`src/rtl/prog_timer.sv`:
```
// prog_timer: runtime-programmable one-shot / auto-reload delay and tick generator
//   clk, rst       clock and synchronous active-high reset
//   go, cycles     start request and period (cycles==0 ignored)
//   periodic       0 = one-shot, 1 = auto-reload; captured with go
//   pause, abort   hold the count / stop the run without expiry
//   busy, done     running / idle-or-final-one-shot-cycle level
//   expire         one-cycle pulse in the final cycle of every period
//   remaining      cycles left including the current one, 0 when idle
//   Optional macro PROG_TIMER_RESTART_EN: go with cycles!=0 during a run restarts it.
module prog_timer #(
  parameter int WIDTH = 16
) (
  input  logic             clk,
  input  logic             rst,
  input  logic             go,
  input  logic [WIDTH-1:0] cycles,
  input  logic             periodic,
  input  logic             pause,
  input  logic             abort,
  output logic             busy,
  output logic             done,
  output logic             expire,
  output logic [WIDTH-1:0] remaining
);
  typedef enum logic {IDLE, RUN} state_t;
  localparam logic [WIDTH-1:0] ONE = 1;
  state_t state_q, state_d;
  logic [WIDTH-1:0] cnt_q, cnt_d, per_q, per_d;
  logic mode_q, mode_d;
  logic run, load, restart, fin;
  assign run  = state_q == RUN;
  assign load = go && cycles != '0;
`ifdef PROG_TIMER_RESTART_EN
  assign restart = run && !abort && load;
`else
  assign restart = 1'b0;
`endif
  // final counting cycle: abort, restart and pause all suppress expiry
  assign fin       = run && !abort && !restart && !pause && cnt_q == '0;
  assign busy      = run;
  assign expire    = fin;
  assign done      = !run || (fin && !mode_q);
  assign remaining = run ? cnt_q + ONE : '0;
  always_comb begin
    state_d = state_q;
    cnt_d   = cnt_q;
    per_d   = per_q;
    mode_d  = mode_q;
    if ((!run && load) || restart) begin
      state_d = RUN;
      per_d   = cycles;
      mode_d  = periodic;
      cnt_d   = cycles - ONE;
    end else if (run && abort) begin
      state_d = IDLE;
      cnt_d   = '0;
    end else if (fin) begin
      state_d = mode_q ? RUN : IDLE;
      cnt_d   = mode_q ? per_q - ONE : '0;
    end else if (run && !pause) begin
      cnt_d = cnt_q - ONE;
    end
  end
  always_ff @(posedge clk) begin
    if (rst) begin
      state_q <= IDLE;
      cnt_q   <= '0;
      per_q   <= '0;
      mode_q  <= 1'b0;
    end else begin
      state_q <= state_d;
      cnt_q   <= cnt_d;
      per_q   <= per_d;
      mode_q  <= mode_d;
    end
  end
endmodule

```
`config.mk`:
```
export PLATFORM = sky130hd
export DESIGN_NAME = prog_timer
export DESIGN_NICKNAME = d
export VERILOG_FILES = /design/src/rtl/prog_timer.sv
export SDC_FILE = /design/constraint.sdc
export NUM_CORES = 1
export LEC_CHECK = 0
export CORE_ASPECT_RATIO = 1.75
export CORE_MARGIN = 3
export CORE_UTILIZATION = 32
export CTS_CLUSTER_SIZE = 12
export DETAILED_ROUTE_END_ITERATION = 12
export GPL_ROUTABILITY_DRIVEN = 1
export HOLD_SLACK_MARGIN = 0.1
export PLACE_DENSITY = 0.65
export SLEW_MARGIN = 30
export SYNTH_ARGS = -nofsm -noshare
export SYNTH_HDL_FRONTEND = slang
export SYNTH_SLANG_ARGS = --single-unit
```
`constraint.sdc`:
```
create_clock -name clk -period 2.77 [get_ports clk]
set_clock_uncertainty 0.2 [all_clocks]
set_input_delay 0.554 -clock clk [delete_from_list [all_inputs] [get_ports clk]]
set_output_delay 0.554 -clock clk [all_outputs]
set_load 0.02 [all_outputs]
```
Yosys cells after proc, flatten, opt, wreduce, memory -nomap -nowiden
Cells that the tools add are included.
{"block": "word_totals", "reg_bits": 34, "input_bits": 22, "word_cells": 35}
{"block": "op_classes", "addsub": 4, "mux": 10, "n_reduce_logical": 17}
{"op": "16-bit 2-to-1 mux", "count": 6}
{"op": "16-bit by 1-bit subtractor with 16-bit output (second input constant)", "count": 3}
{"op": "16-bit by 1-bit adder with 16-bit output (second input constant)", "count": 1}
{"op": "16-bit logical NOT", "count": 1}
{"op": "16-bit nonzero test", "count": 1}
{"op": "1-bit logical AND", "count": 8}
{"op": "1-bit logical NOT", "count": 4}
{"op": "1-bit 2-to-1 mux", "count": 4}
{"op": "4-bit nonzero test", "count": 1}
{"op": "3-bit nonzero test", "count": 1}
{"op": "1-bit logical OR", "count": 1}

Longest topological paths before layout
Gate-level depths: netlist (run 1).
{"block": "logic_depth", "word_depth": 7, "mapped_depth": 10, "depth_no_buf": 8}

Least setup slack after synthesis (run 1)
OpenSTA, ideal clock, no wires.
{"block": "synth_timing", "kind": "flip-flop to output port", "start": "register cnt_q[3]", "end": "output remaining[15]", "arrival_time_ns": 2.198, "required_time_ns": 2.016, "setup_slack_ns": -0.182, "path_stages_with_launch": 8, "path_cell_list": "dfxtp_1 -> clkbuf_1 -> nand4_1 -> nor4_1 -> and2_1 -> nand3_1 -> or3_1 -> a21boi_0"}
{"block": "synth_via", "elab_chain_len": 2}
{"element": "start, declared", "line": "28", "rtl": "logic [WIDTH-1:0] cnt_q, cnt_d, per_q, per_d;"}
{"element": "start signal, assigned", "line": "72", "rtl": "cnt_q <= cnt_d;"}
{"element": "16-bit by 1-bit adder with 16-bit output", "line": "43", "rtl": "assign remaining = run ? cnt_q + ONE : '0;"}
{"element": "16-bit 2-to-1 mux", "line": "43"}
{"element": "end, declared", "line": "23", "rtl": "output logic [WIDTH-1:0] remaining"}
No other way between the ends.

Worst setup path in the final report (run 1)
Ends and elaborated chain as after synthesis.

==> impl_metrics.ini, run 1 <==
[outcome]
status = finished clean

[synthesis]
seq_area_frac_synth = 0.246
synthCells = 385
synth_flop_cell = dfxtp_1
synth_top_area_cell = dfxtp_1
synth_area_leaders = dfxtp_1 (25%), nand2_1 (7.6%), xnor2_1 (7.6%), xor2_1 (7.0%), nor2_1 (4.8%)
yosys_warnings = 0
syn_avg_cell_area_um2 = 7.18
ys_ff_latch = 34
synth_edf_count = 0
synthesis.nets = 413
synth.top_cell.area_share = 0.246
synthArstFlopShare = 0
ys_types = 51
synth_area_um2 = 2760

[floorplan]
initial_core_util = 0.330
dieWidth_um = 76.3
pin_count = 41
dieArea_um2 = 9830
core_um2 = 8370
rows = 44
die_y_um = 129

[layout]
fin_cells = 610
nets = 523
diodes = 0
final_util = 0.498
syn_to_final_growth_pct = 50.7
drive_gt1_frac = 0.295

[critical_path]
path_max_fanout = 2
critical_path_buf_inv_count = 1
worstSetupPathType = flop to primary output
required_ns = 2.02
cp-start-kind = flop
crit_family = simple AND/OR/NAND/NOR gates
crit_path_end_kind = primary output
cpPeakStageDelay_ns = 0.35
crit_arrival_ns = 2.00
cpMaxStageDelayCell = dfxtp_2
cp_cell_sequence = nand4_1 > nor4_2 > and2_4 > nand3_2 > or3_1 > a21boi_2 > buf_6

[run]
cap_violations = 0

[route]
drtPass1Iterations = 6
vias = 3160
drt_iter0_markers = 145
routedWlPerCell_um = 15.6
drc = 0
wirelength_um = 9540
viasPerCell = 5.18
ant_nets = 0

[power]
ir_drop_v = 0.000231
power.total_uw = 1820
p_leak_uw = 0.00174
p_per_area_nw_per_um2 = 437

[timing]
period_minus_slack_ns = 2.75
rsz0062_at_grt = true
relSlewSlack = 0.640
hold_viol = 0
worstMarginPinSlew_ns = 0.536
report.final.slew_viol_count = 0
finalCritPeriodShare = 0.993
setup_viol = 0
fmax_mhz = 364
whs_ns = 0.265

[placed_design]
dpl.hpwl_um = 7650
io_buffers = 40
gp_congestion = 0.929
dp_cells = 594

[cts]
clk_latency_ns = 0.28
ctsLongestPathBuffers = 2
cts.sinks = 34
cts_buffers = 5
clk_pin_slew_ns = 0.05
ctsHtreeMaxLevel = 2
cts_tree = built
root_buffer = clkbuf_16

[global_routing]
overflow = 0
antenna_found_initial = 0
track_usage = 0.195
grt_pass1_vias = 3187
grt_max_degree = 25
grt_pass1_wl_um = 15200

[min_path]
hp-class = flop to flop
cell usage after synthesis (all sizes together) (2+ instances only):
cell and number:
xor2 22, nor3 21, or2 2, xnor2 24, a21boi 4, nand2b 8, nand4b 2, o21ai 12
ha 6, dfxtp 34, a211oi 5, and2 15, or4 7, inv 11, a21oi 25, o32ai 3
nor2 35, o22ai 5, nor4 11, o31ai 2, or3 6, nand4 6, nand2 56, nor3b 3
a221oi 3, buf 5, and3 5, clkbuf 21, nor2b 3, nand3 9, a31oi 2
per-layer routing:
layer  vias up  routed length, um  track usage  part of all wire
li1       1564                  -            -                 -
met4         0                641        0.153             0.067
met2       102               5200        0.378              0.54
met1      1452               3380        0.183              0.35
met5         -                  0            0                 0
met3        42                322       0.0217             0.034
kinds of logic (layout without fill, tap and decap cells):
| kind of cell | Yosys count | after routing | share of synthesized area |
|---|---|---|---|
| buffers and inverters | 37 | 147 | 0.0557 |
| AOI/OAI and AO/OA | 71 | 71 | 0.172 |
| and+or+nand+nor | 191 | 191 | 0.353 |
| DFF | 34 | 34 | 0.246 |
| xor gates and xnor gates | 46 | 46 | 0.146 |
| adders and majority gates | 6 | 6 | 0.0272 |
sequential cells by signal, summed over array words and instances, names as in the netlist:
name and cells:
cnt_q 16, per_q 16, busy 1, mode_q 1
per-stage QoR:
stage / area (um^2) / TNS, ns / worst slack, ns
after floorplan: 2770 / -0.0285 / -0.00951
after global placement: 3810 / -13.91 / -0.681
after detailed placement: 3810 / -15.35 / -0.624
after CTS: 4010 / 0 / 0.0000713
after global routing: 4170 / -0.0836 / -0.0404
final: 4170 / 0 / 0.0192
worst reg2reg max path, stage by stage, from the launching register on:
cell and delay (ns):
dfxtp_2 0.33, buf_4 0.17, nor4_4 0.31, nand3_2 0.14, buf_4 0.17, nor4_2 0.22
buf_4 0.18, buf_4 0.19, and2_1 0.27, a21oi_1 0.11, a211oi_1 0.25
power breakdown:
group / switching [uW] / internal, uW
Combinational: 378 / 339
Sequential: 46.1 / 534
Clock: 194 / 328
Total: 619 / 1200
final cells by class:
cell class | count | area, um^2
inverter | 11 | 41.3
clock buffer | 7 | 133
sequential | 34 | 687
multi-input combinational | 314 | 2100
tap | 115 | 144
timing repair buffer | 129 | 1060
fill | 859 | 4200
layout by cell type, fill, tap and decap left out, types with 3 or more instances in the layout:
cell and instances:
and2_1 13, dfxtp_1 29, nor2_1 34, xor2_1 21
xnor2_1 24, ha_1 5, buf_6 8, clkbuf_16 5
or4_4 4, nand2_1 55, clkdlybuf4s50_1 17, or3_1 5
nand4_1 6, dlymetal6s2s_1 3, nand3_1 7, or4_1 3
a21oi_1 23, o21ai_0 10, dfxtp_2 5, buf_4 86
dlygate4sd2_1 8, nor3_1 19, nor4_1 7, inv_1 10
clkbuf_2 3, clkdlybuf4s15_1 3, a211oi_1 5, o22ai_1 5
and3_1 4, a21boi_0 3, nand2b_1 7
final timing paths:
| kind | start | to | slack, ns | cells after the start |
|---|---|---|---|---|
| setup / recovery | cnt_q[3] | remaining[15] | 0.02 | 7 |
| hold / removal | per_q[15] | per_q[15] | 0.27 | 2 |
| setup reg to reg | cnt_q[3] | cnt_q[1] | 0.13 | 10 |
| hold reg to reg | per_q[15] | per_q[15] | 0.27 | 2 |
timing repair:
| action | in CTS | in global routing |
|---|---|---|
| endpoints found under the setup margin | 43 | 19 |
| cloned | 0 | 0 |
| buffers inserted | 6 | 4 |
| gates resized for setup | 62 | 39 |
| pin swaps | 18 | 11 |
| hold buffers | 0 | 0 |
(Power assumes the default switching activity.)
==> run 2: changes to the inputs <==
ABC_CLOCK_PERIOD_IN_PS = 2770   (was default)
==> results of run 2 <==
No change in the layout: final DEF, timing and power equal those of run 1.
